**src/rtl/data_memory_bank_if.sv**
```systemverilog
// Request/response bundle between the datapath and data_memory_bank.
// The datapath drives requests (master); the memory bank returns registered data and status (slave).
interface data_memory_bank_if #(
  parameter int unsigned DATA_W = 16,
  parameter int unsigned ADDR_W = 4
);
  logic                  MemWrite;
  logic                  MemRead;
  logic [ADDR_W-1:0]     Addr;
  logic [DATA_W-1:0]     In;
  logic [DATA_W/8-1:0]   ByteEn;
  logic [DATA_W-1:0]     Out;
  logic                  OutValid;
  logic                  Busy;
  logic                  Fault;

  modport master (
    output MemWrite, MemRead, Addr, In, ByteEn,
    input  Out, OutValid, Busy, Fault
  );

  modport slave (
    input  MemWrite, MemRead, Addr, In, ByteEn,
    output Out, OutValid, Busy, Fault
  );
endinterface

```
**src/rtl/data_memory_bank.sv**
```systemverilog
// Single-port data RAM with byte-lane writes, 1-cycle registered reads and a post-reset
// preload sequencer that holds Busy until the preload table has been written.
module data_memory_bank #(
  parameter int unsigned DATA_W      = 16,
  parameter int unsigned ADDR_W      = 4,
  parameter int unsigned DEPTH       = 16,
  parameter int unsigned WRITE_FIRST = 0
) (
  input logic                Clk,
  input logic                Reset,
  data_memory_bank_if.slave  bus
);

  localparam int unsigned NUM_LANES = DATA_W / 8;

  typedef enum logic {StInit, StReady} state_e;

  state_e              state_q;
  logic [ADDR_W-1:0]   cnt_q;
  logic [DATA_W-1:0]   out_q;
  logic                out_valid_q;
  logic                fault_q;
  logic                busy_q;

  logic [DATA_W-1:0]   mem [DEPTH];

  logic                in_range;
  logic [DATA_W-1:0]   old_word;
  logic [DATA_W-1:0]   merged_word;
  logic                mem_we;
  logic [ADDR_W-1:0]   mem_waddr;
  logic [DATA_W-1:0]   mem_wdata;

  function automatic logic [DATA_W-1:0] preload(input logic [ADDR_W-1:0] idx);
    logic [15:0] v;
    case (int'(idx))
      1:       v = 16'h0001;
      2:       v = 16'h0080;
      3:       v = 16'h0092;
      default: v = 16'h0000;
    endcase
    return DATA_W'(v);
  endfunction

  always_comb begin
    // Extra bit so DEPTH == 2**ADDR_W compares correctly.
    in_range    = {1'b0, bus.Addr} < (ADDR_W + 1)'(DEPTH);
    old_word    = in_range ? mem[bus.Addr] : '0;
    merged_word = old_word;
    for (int unsigned i = 0; i < NUM_LANES; i++) begin
      if (bus.ByteEn[i]) merged_word[8*i +: 8] = bus.In[8*i +: 8];
    end

    mem_we    = 1'b0;
    mem_waddr = bus.Addr;
    mem_wdata = merged_word;
    if (!Reset) begin
      if (state_q == StInit) begin
        mem_we    = 1'b1;
        mem_waddr = cnt_q;
        mem_wdata = preload(cnt_q);
      end else if (bus.MemWrite && in_range && (|bus.ByteEn)) begin
        mem_we = 1'b1;
      end
    end
  end

  always_ff @(posedge Clk) begin
    if (mem_we) mem[mem_waddr] <= mem_wdata;
  end

  always_ff @(posedge Clk) begin
    if (Reset) begin
      state_q     <= StInit;
      cnt_q       <= '0;
      out_q       <= '0;
      out_valid_q <= 1'b0;
      fault_q     <= 1'b0;
      busy_q      <= 1'b1;
    end else begin
      out_valid_q <= 1'b0;
      fault_q     <= 1'b0;
      unique case (state_q)
        StInit: begin
          if (cnt_q == ADDR_W'(DEPTH - 1)) begin
            state_q <= StReady;
            busy_q  <= 1'b0;
          end else begin
            cnt_q <= cnt_q + ADDR_W'(1);
          end
        end
        StReady: begin
          if (bus.MemRead) begin
            out_valid_q <= 1'b1;
            if (!in_range) begin
              out_q <= '0;
            end else if ((WRITE_FIRST != 0) && bus.MemWrite) begin
              out_q <= merged_word;
            end else begin
              out_q <= old_word;
            end
          end
          fault_q <= !in_range && (bus.MemRead || bus.MemWrite);
        end
        default: state_q <= StInit;
      endcase
    end
  end

  assign bus.Out      = out_q;
  assign bus.OutValid = out_valid_q;
  assign bus.Fault    = fault_q;
  assign bus.Busy     = busy_q;

endmodule

```
**src/flat_wrapper.sv**
```systemverilog
// flat-port wrapper written by rule: the top's interface ports become plain ports
module data_memory_bank_flat 
#(
  parameter int unsigned DATA_W      = 16,
  parameter int unsigned ADDR_W      = 4,
  parameter int unsigned DEPTH       = 16,
  parameter int unsigned WRITE_FIRST = 0
)
  (Clk, Reset, bus_MemWrite, bus_MemRead, bus_Addr, bus_In, bus_ByteEn, bus_Out, bus_OutValid, bus_Busy, bus_Fault);
  data_memory_bank_if #(.DATA_W(DATA_W), .ADDR_W(ADDR_W)) bus_i ();
  input logic Clk;
  input logic Reset;
  input wire logic [$bits(bus_i.MemWrite)-1:0] bus_MemWrite;
  input wire logic [$bits(bus_i.MemRead)-1:0] bus_MemRead;
  input wire logic [$bits(bus_i.Addr)-1:0] bus_Addr;
  input wire logic [$bits(bus_i.In)-1:0] bus_In;
  input wire logic [$bits(bus_i.ByteEn)-1:0] bus_ByteEn;
  output wire logic [$bits(bus_i.Out)-1:0] bus_Out;
  output wire logic [$bits(bus_i.OutValid)-1:0] bus_OutValid;
  output wire logic [$bits(bus_i.Busy)-1:0] bus_Busy;
  output wire logic [$bits(bus_i.Fault)-1:0] bus_Fault;
  assign bus_i.MemWrite = bus_MemWrite;
  assign bus_i.MemRead = bus_MemRead;
  assign bus_i.Addr = bus_Addr;
  assign bus_i.In = bus_In;
  assign bus_i.ByteEn = bus_ByteEn;
  assign bus_Out = bus_i.Out;
  assign bus_OutValid = bus_i.OutValid;
  assign bus_Busy = bus_i.Busy;
  assign bus_Fault = bus_i.Fault;
  data_memory_bank #(.DATA_W(DATA_W), .ADDR_W(ADDR_W), .DEPTH(DEPTH), .WRITE_FIRST(WRITE_FIRST)) u_core (.Clk(Clk), .Reset(Reset), .bus(bus_i));
endmodule
```
**config.mk**
```make
export PLATFORM = sky130hd
export DESIGN_NAME = data_memory_bank_flat
export DESIGN_NICKNAME = d
export VERILOG_FILES = /design/src/rtl/data_memory_bank_if.sv /design/src/rtl/data_memory_bank.sv /design/src/flat_wrapper.sv
export SDC_FILE = /design/constraint.sdc
export NUM_CORES = 1
export LEC_CHECK = 0
export CORE_MARGIN = 5
export CORE_UTILIZATION = 65
export CTS_CLUSTER_DIAMETER = 30
export DETAILED_ROUTE_END_ITERATION = 8
export PLACE_DENSITY = 0.8
export SLEW_MARGIN = 20
export SYNTH_ARGS = -nofsm -noshare
export SYNTH_HDL_FRONTEND = slang
export SYNTH_SLANG_ARGS = --single-unit
```
**constraint.sdc**
```tcl
create_clock -name Clk -period 6.32 [get_ports Clk]
set_input_delay 1.58 -clock Clk [delete_from_list [all_inputs] [get_ports Clk]]
set_output_delay 1.58 -clock Clk [all_outputs]
set_load 0.005 [all_outputs]
```
After elaboration in Yosys (flattened, before gate mapping):

Memories as Yosys holds them, arrays and structs flattened.
Cells that the tools add are included.
Widths: inputs -> output; s select.

* flip-flop bits (word level): 23
* RAM bits: 256
* output and inout bits: 19
* word-level logic and storage cells: 34
* memories kept: 1

Memories
* u_core.mem: depth 16, bits a word 16, read ports 1, clocked after Yosys merged registers in 0, write ports 1, RTL line data_memory_bank.sv:25 `logic [DATA_W-1:0] mem [DEPTH];`

* add/subtract/negate cells: 1
* equal/unequal tests: 4
* multiplexer cells: 15
* bitwise operators: 2
* reductions and logical operators: 6

Operators by type and width (count)
* $mux 16: 2
* $pmux 8 s3: 1
* $mux 8: 2
* $eq 4x2->1 const B: 2
* $mux 1: 8
* $mux 4: 2
* $reduce_and 2->1: 3
* $add 4x1->4 const B: 1
* $eq 4x1->1 const B: 1
* $eq 4x4->1 const B: 1
* $reduce_or 2->1: 2
* $not 1->1: 2
* $logic_and 1x1->1: 1

Longest topological paths before layout:

Gate-level depths: netlist of the first run.

* depth after elaboration: 7
* mapped depth: 7

Least setup slack after synthesis of the first run:

Ideal clock, no wire load.

* kind: input-to-reg
* start point: input bus_Addr[2]
* end point: memory u_core.mem[12][0], enable pin
* setup time: 0.390 ns
* data arrival time: 3.253 ns
* slack: 2.677 ns
* cell stages on the path: 7
* buffers on the path: 3
* path through: clkbuf_1 buf_2 buf_2 o211ai_1 o21ai_0 and2_1 nor2b_1

* longest elaborated chain between the ends: 2

Ends and longest elaborated chain
* start, declared: RTL line flat_wrapper.sv:15 `input wire logic [$bits(bus_i.Addr)-1:0] bus_Addr;`
* $mux 4: RTL line data_memory_bank.sv:58 `if (state_q == StInit) begin`
* $mux 4 *: RTL line data_memory_bank.sv:57 `if (!Reset) begin`
* end, declared: RTL line data_memory_bank.sv:25

Every way passes the cells marked *; elsewhere a longest branch is shown, timed or not.

Final worst setup path of the first run:

* start point: input bus_Addr[1]
* end point: memory u_core.mem[0][11] (data pin)

* longest elaborated chain between the ends: 4

Ends and longest elaborated chain
* $mem_v2 16x16 *
* $mux 8 *: RTL line data_memory_bank.sv:51 `if (bus.ByteEn[i]) merged_word[8*i +: 8] = bus.In[8*i +: 8];`
* $mux 16: RTL line data_memory_bank.sv:58
* $mux 16 *: RTL line data_memory_bank.sv:57
* via u_core.mem_wdata[11]: RTL line data_memory_bank.sv:32 `logic [DATA_W-1:0] mem_wdata;`

Mark *: on every way through the listed nets, which the timed path passes. The rest lies on a longest branch.

==> results of run 1 <==
==> area by class of cell <==
class                           count  area [sq um]  share of cell area, %
Clock buffer                       46          1045                  8.040
Clock inverter                     27         357.8                  2.754
Inverter                            3         11.26                0.08665
Multi-Input combinational cell    240          2555                  19.66
Sequential cell                   279          8148                  62.70
Tap cell                          220         275.3                  2.118
Timing Repair Buffer               67         603.1                  4.641
==> per-layer routing <==
| layer | track usage (%) | wire, um |
|---|---|---|
| met1 | 38.54 | 9861 |
| met2 | 46.28 | 13410 |
| met3 | 7.376 | 2903 |
| met4 | 9.835 | 777 |
| met5 | 0 | 0 |
==> metrics by stage <==
stage               cell area, sq um  total power [W]  utilization [%]
floorplan                      10900         0.002266                -
global placement               11580         0.002332            70.11
detailed placement             11580         0.002344            70.11
CTS                            12990         0.004626            78.59
global route                   13000         0.004743            78.64
finish                         13000         0.004610            78.64
==> logic make-up after synthesis <==
| family | synth area share, % |
|---|---|
| DFF | 74.77 |
| buffers and inverters | 1.872 |
| muxes | 13.23 |
| adders and majority gates | 0.3445 |
| and+or+nand+nor | 3.973 |
| xor gates and xnor gates | 0.2412 |
| other | 0.03441 |
| AOI/OAI and AO/OA | 5.534 |
==> power breakdown <==
part	switching, W	internal [W]
Clock	0.000802	0.00149
Sequential	0.0000105	0.00207
Combinational	0.000151	0.0000881
Total	0.000963	0.00365
==> synthesized netlist by cell type (2+ instances only) <==
cell      count  share of area [%]
a21oi_1       2              0.092
a221oi_2     12                1.7
a22o_1       16                1.3
a22oi_1       2               0.14
a31oi_1       5               0.29
and3_1        2               0.11
buf_2        10               0.46
buf_4         7               0.48
buf_6         2               0.21
clkbuf_1     13               0.45
dfxtp_1      23                4.2
edfxtp_1    256                 71
ha_1          3               0.34
inv_1         3               0.10
mux4_2       64                 13
nand2_1      22               0.76
nand2b_1      3               0.17
nand3_1      18               0.83
nor2_1       22               0.76
nor2b_1       8               0.46
nor3_1        4               0.18
nor3b_1       6               0.41
o211ai_1      4               0.28
o21ai_0      10               0.46
o21ai_1      26                1.2
or2_2         2               0.11
xor2_1        2               0.16
==> worst min-delay path, cell delays in order, from the launching register on <==
cell,delay [ns]
dfxtp_1,0.32
nand2_1,0.05
o21ai_1,0.05
==> placed cells by master (no fill, tap or decap), types with 5 or more instances in the layout <==
| master | instances |
|---|---|
| buf_4 | 24 |
| dfxtp_1 | 23 |
| a22o_1 | 16 |
| o21ai_1 | 27 |
| edfxtp_1 | 256 |
| clkdlybuf4s50_1 | 41 |
| nor3b_1 | 6 |
| clkinv_2 | 5 |
| nand2_1 | 22 |
| bufinv_16 | 7 |
| a31oi_1 | 5 |
| clkinv_4 | 6 |
| clkbuf_1 | 5 |
| nand3_1 | 18 |
| o21ai_0 | 9 |
| mux4_2 | 64 |
| a221oi_2 | 12 |
| clkbuf_16 | 41 |
| nor2_1 | 22 |
==> worst paths after layout <==
kind	startpoint	cells after the start	endpoint
setup / recovery	bus_Addr[1]	5	u_core.mem[0][11]
hold / removal	u_core.bus.Out[13]	2	u_core.bus.Out[13]
setup reg to reg	u_core.state_q	3	u_core.mem[0][11]
hold reg to reg	u_core.bus.Out[13]	2	u_core.bus.Out[13]
==> registers in the layout, summed over array words and instances, names as in the netlist <==
signal	cells
u_core.bus.Busy	1
u_core.bus.Out	16
u_core.bus.OutValid	1
u_core.cnt_q	4
u_core.mem	256
u_core.state_q	1
==> metrics, run 1 <==
Critical Path AT=roughly 4.7 ns; FFs w/ async S/R, synth=0%; fmax=approximately 220 MHz; IO Count=45; Layout Cells excl Fill=about 900; htree depth=2; wire per inst=slightly above 30 um; row cnt=47; worst-path cell chain=clkdlybuf4s50_1, and2_0, buf_4, a221oi_2, o21ai_1; Setup WS pre-CTS=between 1 and 1.5 ns; CTS tree=yes; post-cts resize count=0; Hold Crit Class=reg2reg; Max Cap Viol=0; gate count after technology mapping=roughly 560; GPL Wtd Cong=about 0.86; final setup vio count=0; # hold bufs at CTS=0; syn_nets=585; Seq cells post-synth=279; number of detailed-route iterations in the first pass=5; final hold slack=approximately 0.47 ns; layout cells sized above 1=between 20% and 30%; Ys Warns=0; PD cells=354.7 mW/mm^2; cell area after synthesis=~0.011 sq mm; # port buffers=43; leakage=4.260 nW; crit path capture type=register; Post-Route Skew=roughly 0.011 ns; Setup crit start kind=input port; Slew HR=between 20% and 30%; first-pass GRT wire length=~41 mm; grt total ovfl=0; Die Height=139.5 um; FF-to-FF setup slack=between 3 and 4 ns; Starting Density=65.94%; nets=around 660; min Tclk post-route=4.545 ns; Req. time, crit path=approximately 6.5 ns; clock slew at reported path FFs=roughly 0.06 ns; die area=around 0.02 sq mm; Setup CP Type=in2reg; Final Cycle Share=71.91%; post-DP HPWL=approximately 15 mm; Iter 0 DRT Violations=862; Die Width=roughly 140 um; status=finished clean; clock sinks=between 200 and 300; vias per cell=just under 7; area grow syn2layout=19.26%; CTS Root Cell=clkbuf_16; Placed Instances=slightly above 800; slowest cell on the critical path=clkdlybuf4s50_1; Worst Setup Slack, final=approximately 1.8 ns; ANT nets after route=0; CP Max Fanout=16; DRC=0; CTS Buf Count=41; clk buf depth=3; Worst-Skew Late Latency=about 0.51 ns; number of diodes=0; Pins Over Slew Limit=0; most common flop cell mapped by yosys=edfxtp_1; RSZ-0062 raised after global routing=no; EDFF count, synth=between 200 and 300; TNS Setup=0 ns; post-synth cell types=36; fillcell total=between 700 and 800; DR vias=between 6000 and 7000; CP bufs+invs=2; Floorplan Core Area=0.01652 sq mm; worst slew pin tran=between 1 and 1.5 ns; vias in the first global route=around 6400; final WL=between 20 and 30 mm; Post-Syn Area per Cell=~20 sq um; Worst path max stage delay=1.00 ns; initial antenna violation count=0; CP top delay family=buffers and inverters; Total Routing Usage GR=roughly 29%; Final Hold Viols=0; largest net degree at the start of global routing=45; setup bufs post-CTS=0; Seq/Total Area, Yosys=74.77%; peak supply drop=0.2254 mV
Note: power is estimated with default switching activity, not from simulation.
==> run 2, diff against run 1 <==
CORE_UTILIZATION = 60   (was 65)
PLACE_DENSITY = 0.75   (was 0.8)
clock period = 4.4 ns   (was 6.32 ns; I/O delays follow)
==> metrics, run 2 (synthesized netlist as in run 1, its figures left out) <==
status=finished clean; FF-to-FF setup slack=roughly 2.1 ns; CP top delay family=buffers and inverters; # hold bufs at CTS=0; first-pass GRT wire length=approximately 38 mm; cell internal pwr=roughly 0.0054 W; Pins Over Slew Limit=0; Reg area=0.008148 sq mm; setup bufs post-CTS=0; WHS Path Cells=2; CTS Root Cell=clkbuf_16; Setup CP Type=in2reg; CP Max Fanout=16; Floorplan Core Area=0.01790 sq mm; htree depth=2; Largest Register=u_core.mem; CTS Buf Count=44; Starting Density=a little over 60%; Req. time, crit path=around 4.6 ns; worst hold start=u_core.bus.Out[15]; IO Count=45; wire per inst=about 27 um; crit path capture type=register; final setup vio count=0; fmax=292.6 MHz; min Tclk post-route=3.418 ns; Psw=around 0.0014 W; CP startpoint=bus_Addr[3]; Final Cycle Share=between 70% and 80%; Max Cap Viol=0; TNS Setup=0 ns; area taken by multi-input logic gates=roughly 0.0026 sq mm; post-DP HPWL=about 14 mm; peak supply drop=a little over 0.4 mV; DR vias=~6100; row cnt=49; cells on worst reg2reg path=4; clock slew at reported path FFs=~0.050 ns; ANT nets after route=0; Largest register FFs=around 260; DRC=0; post-cts resize count=0; Die Width=144.8 um; worst-path cell chain=clkdlybuf4s50_1, nor2b_1, buf_4, a22o_1, nor2_1, o211ai_1; largest net degree at the start of global routing=39; RR Startpoint=u_core.state_q; clk buf depth=3; leakage=approximately 4.4 nW; vias per cell=about 6.6; number of diodes=0; GPL Wtd Cong=0.9290; Worst-Skew Late Latency=approximately 0.53 ns; Clk pwr share=around half; slowest cell on the critical path=o211ai_1; layout cells sized above 1=between 20% and 30%; Worst path max stage delay=roughly 0.89 ns; die area=around 0.021 sq mm; worst slew pin tran=between 1 and 1.5 ns; Placed Instances=840; Final Hold Viols=0; # port buffers=43; fillcell total=around 970; CP bufs+invs=2; Comb pwr share=5.4%; area grow syn2layout=22.13%; commonest non-fill, non-tap cell in the layout=edfxtp_1; WHS Endpoint=u_core.bus.Out[15]; Post-Route Skew=between 0.02 and 0.025 ns; most frequent cells in the layout=edfxtp_1, mux4_2, clkbuf_16; vias in the first global route=6252; Total Routing Usage GR=24.71%; Setup crit start kind=input port; nets=around 700; Iter 0 DRT Violations=roughly 520; switching share of total power=between 20% and 30%; Slew HR=between 20% and 30%; R2R Path End=u_core.mem[12][6]; number of detailed-route iterations in the first pass=4; initial antenna violation count=0; grt total ovfl=0; Die Height=144.8 um; PD cells=approximately 510 mW/mm^2; Critical Path AT=about 3.6 ns; final WL=25.14 mm; Hold Crit Class=reg2reg; RSZ-0062 raised after global routing=no; clock sinks=279; Layout Cells excl Fill=between 900 and 1000; Reg power frac=a little over two fifths; CTS tree=yes
## run 2: cell count changes in the layout (fill, tap and decap cells not counted), sizes merged
| cell | delta |
|---|---|
| clkinv | -2 |
| bufinv | -1 |
| inv | +2 |
| buf | +23 |
| clkbuf | +8 |
## run 2: how the worst max path moves through the flow
| stage | to | cells past startpoint |
|---|---|---|
| floorplan | u_core.mem[12][0] | 7 |
| global placement | u_core.mem[12][4] | 6 |
| detailed placement | u_core.mem[9][4] | 6 |
| CTS | u_core.mem[6][2] | 6 |
| global route | u_core.mem[10][1] | 6 |
| finish | u_core.mem[10][1] | 6 |
## run 2: cell type report
cell class / instances / area share (%)
Inverter: 3 / 0.08462
Clock buffer: 54 / 8.716
Tap cell: 229 / 2.153
Clock inverter: 26 / 2.520
Timing Repair Buffer: 90 / 6.111
Multi-Input combinational cell: 240 / 19.19
Sequential cell: 279 / 61.23
## run 2: per-layer routing
metal / routed length (um) / vias to the layer above / global-route usage (%)
met5: 0 / - / 0
met4: 830 / 0 / 8.787
met3: 2237 / 65 / 5.357
met2: 12150 / 380 / 39.25
met1: 9912 / 3111 / 34.52
li1: - / 2502 / -
## run 2: worst reg2reg max path: cells and delay by family, from the launching register on
family | cells | cell delay [ns]
AO/OA/AOI/OAI | 1 | 0.78
AND/OR/NAND/NOR | 2 | 0.56
flip-flops | 1 | 0.45
buffers and inverters | 1 | 0.21
## run 2: through the flow
| stage | setup slack [ns] | power, W | utilization [%] | hold WS (ns) | instance area (sq um) |
|---|---|---|---|---|---|
| 6_report | 0.9820 | 0.006807 | 74.34 | 0.4494 | 13310 |
| 4_1_cts | 1.025 | 0.006829 | 74.27 | 0.4492 | 13300 |
| 2_1_floorplan | 1.237 | 0.003255 | - | 0.4460 | 10900 |
| 3_5_place_dp | 0.5409 | 0.003390 | 65.92 | 0.4425 | 11800 |
| 5_1_grt | 0.9540 | 0.007001 | 74.34 | 0.4761 | 13310 |
| 3_3_place_gp | 0.7286 | 0.003376 | 65.92 | 0.4374 | 11800 |
## run 2: power by group through the flow
stage          Clock (W)  Sequential, W  Combinational, W
4_1_cts          0.00349        0.00298          0.000360
6_report         0.00346        0.00298          0.000365
5_1_grt          0.00363        0.00298          0.000387
3_5_place_dp           0        0.00303          0.000356
2_1_floorplan          0        0.00303          0.000225
3_3_place_gp           0        0.00303          0.000345
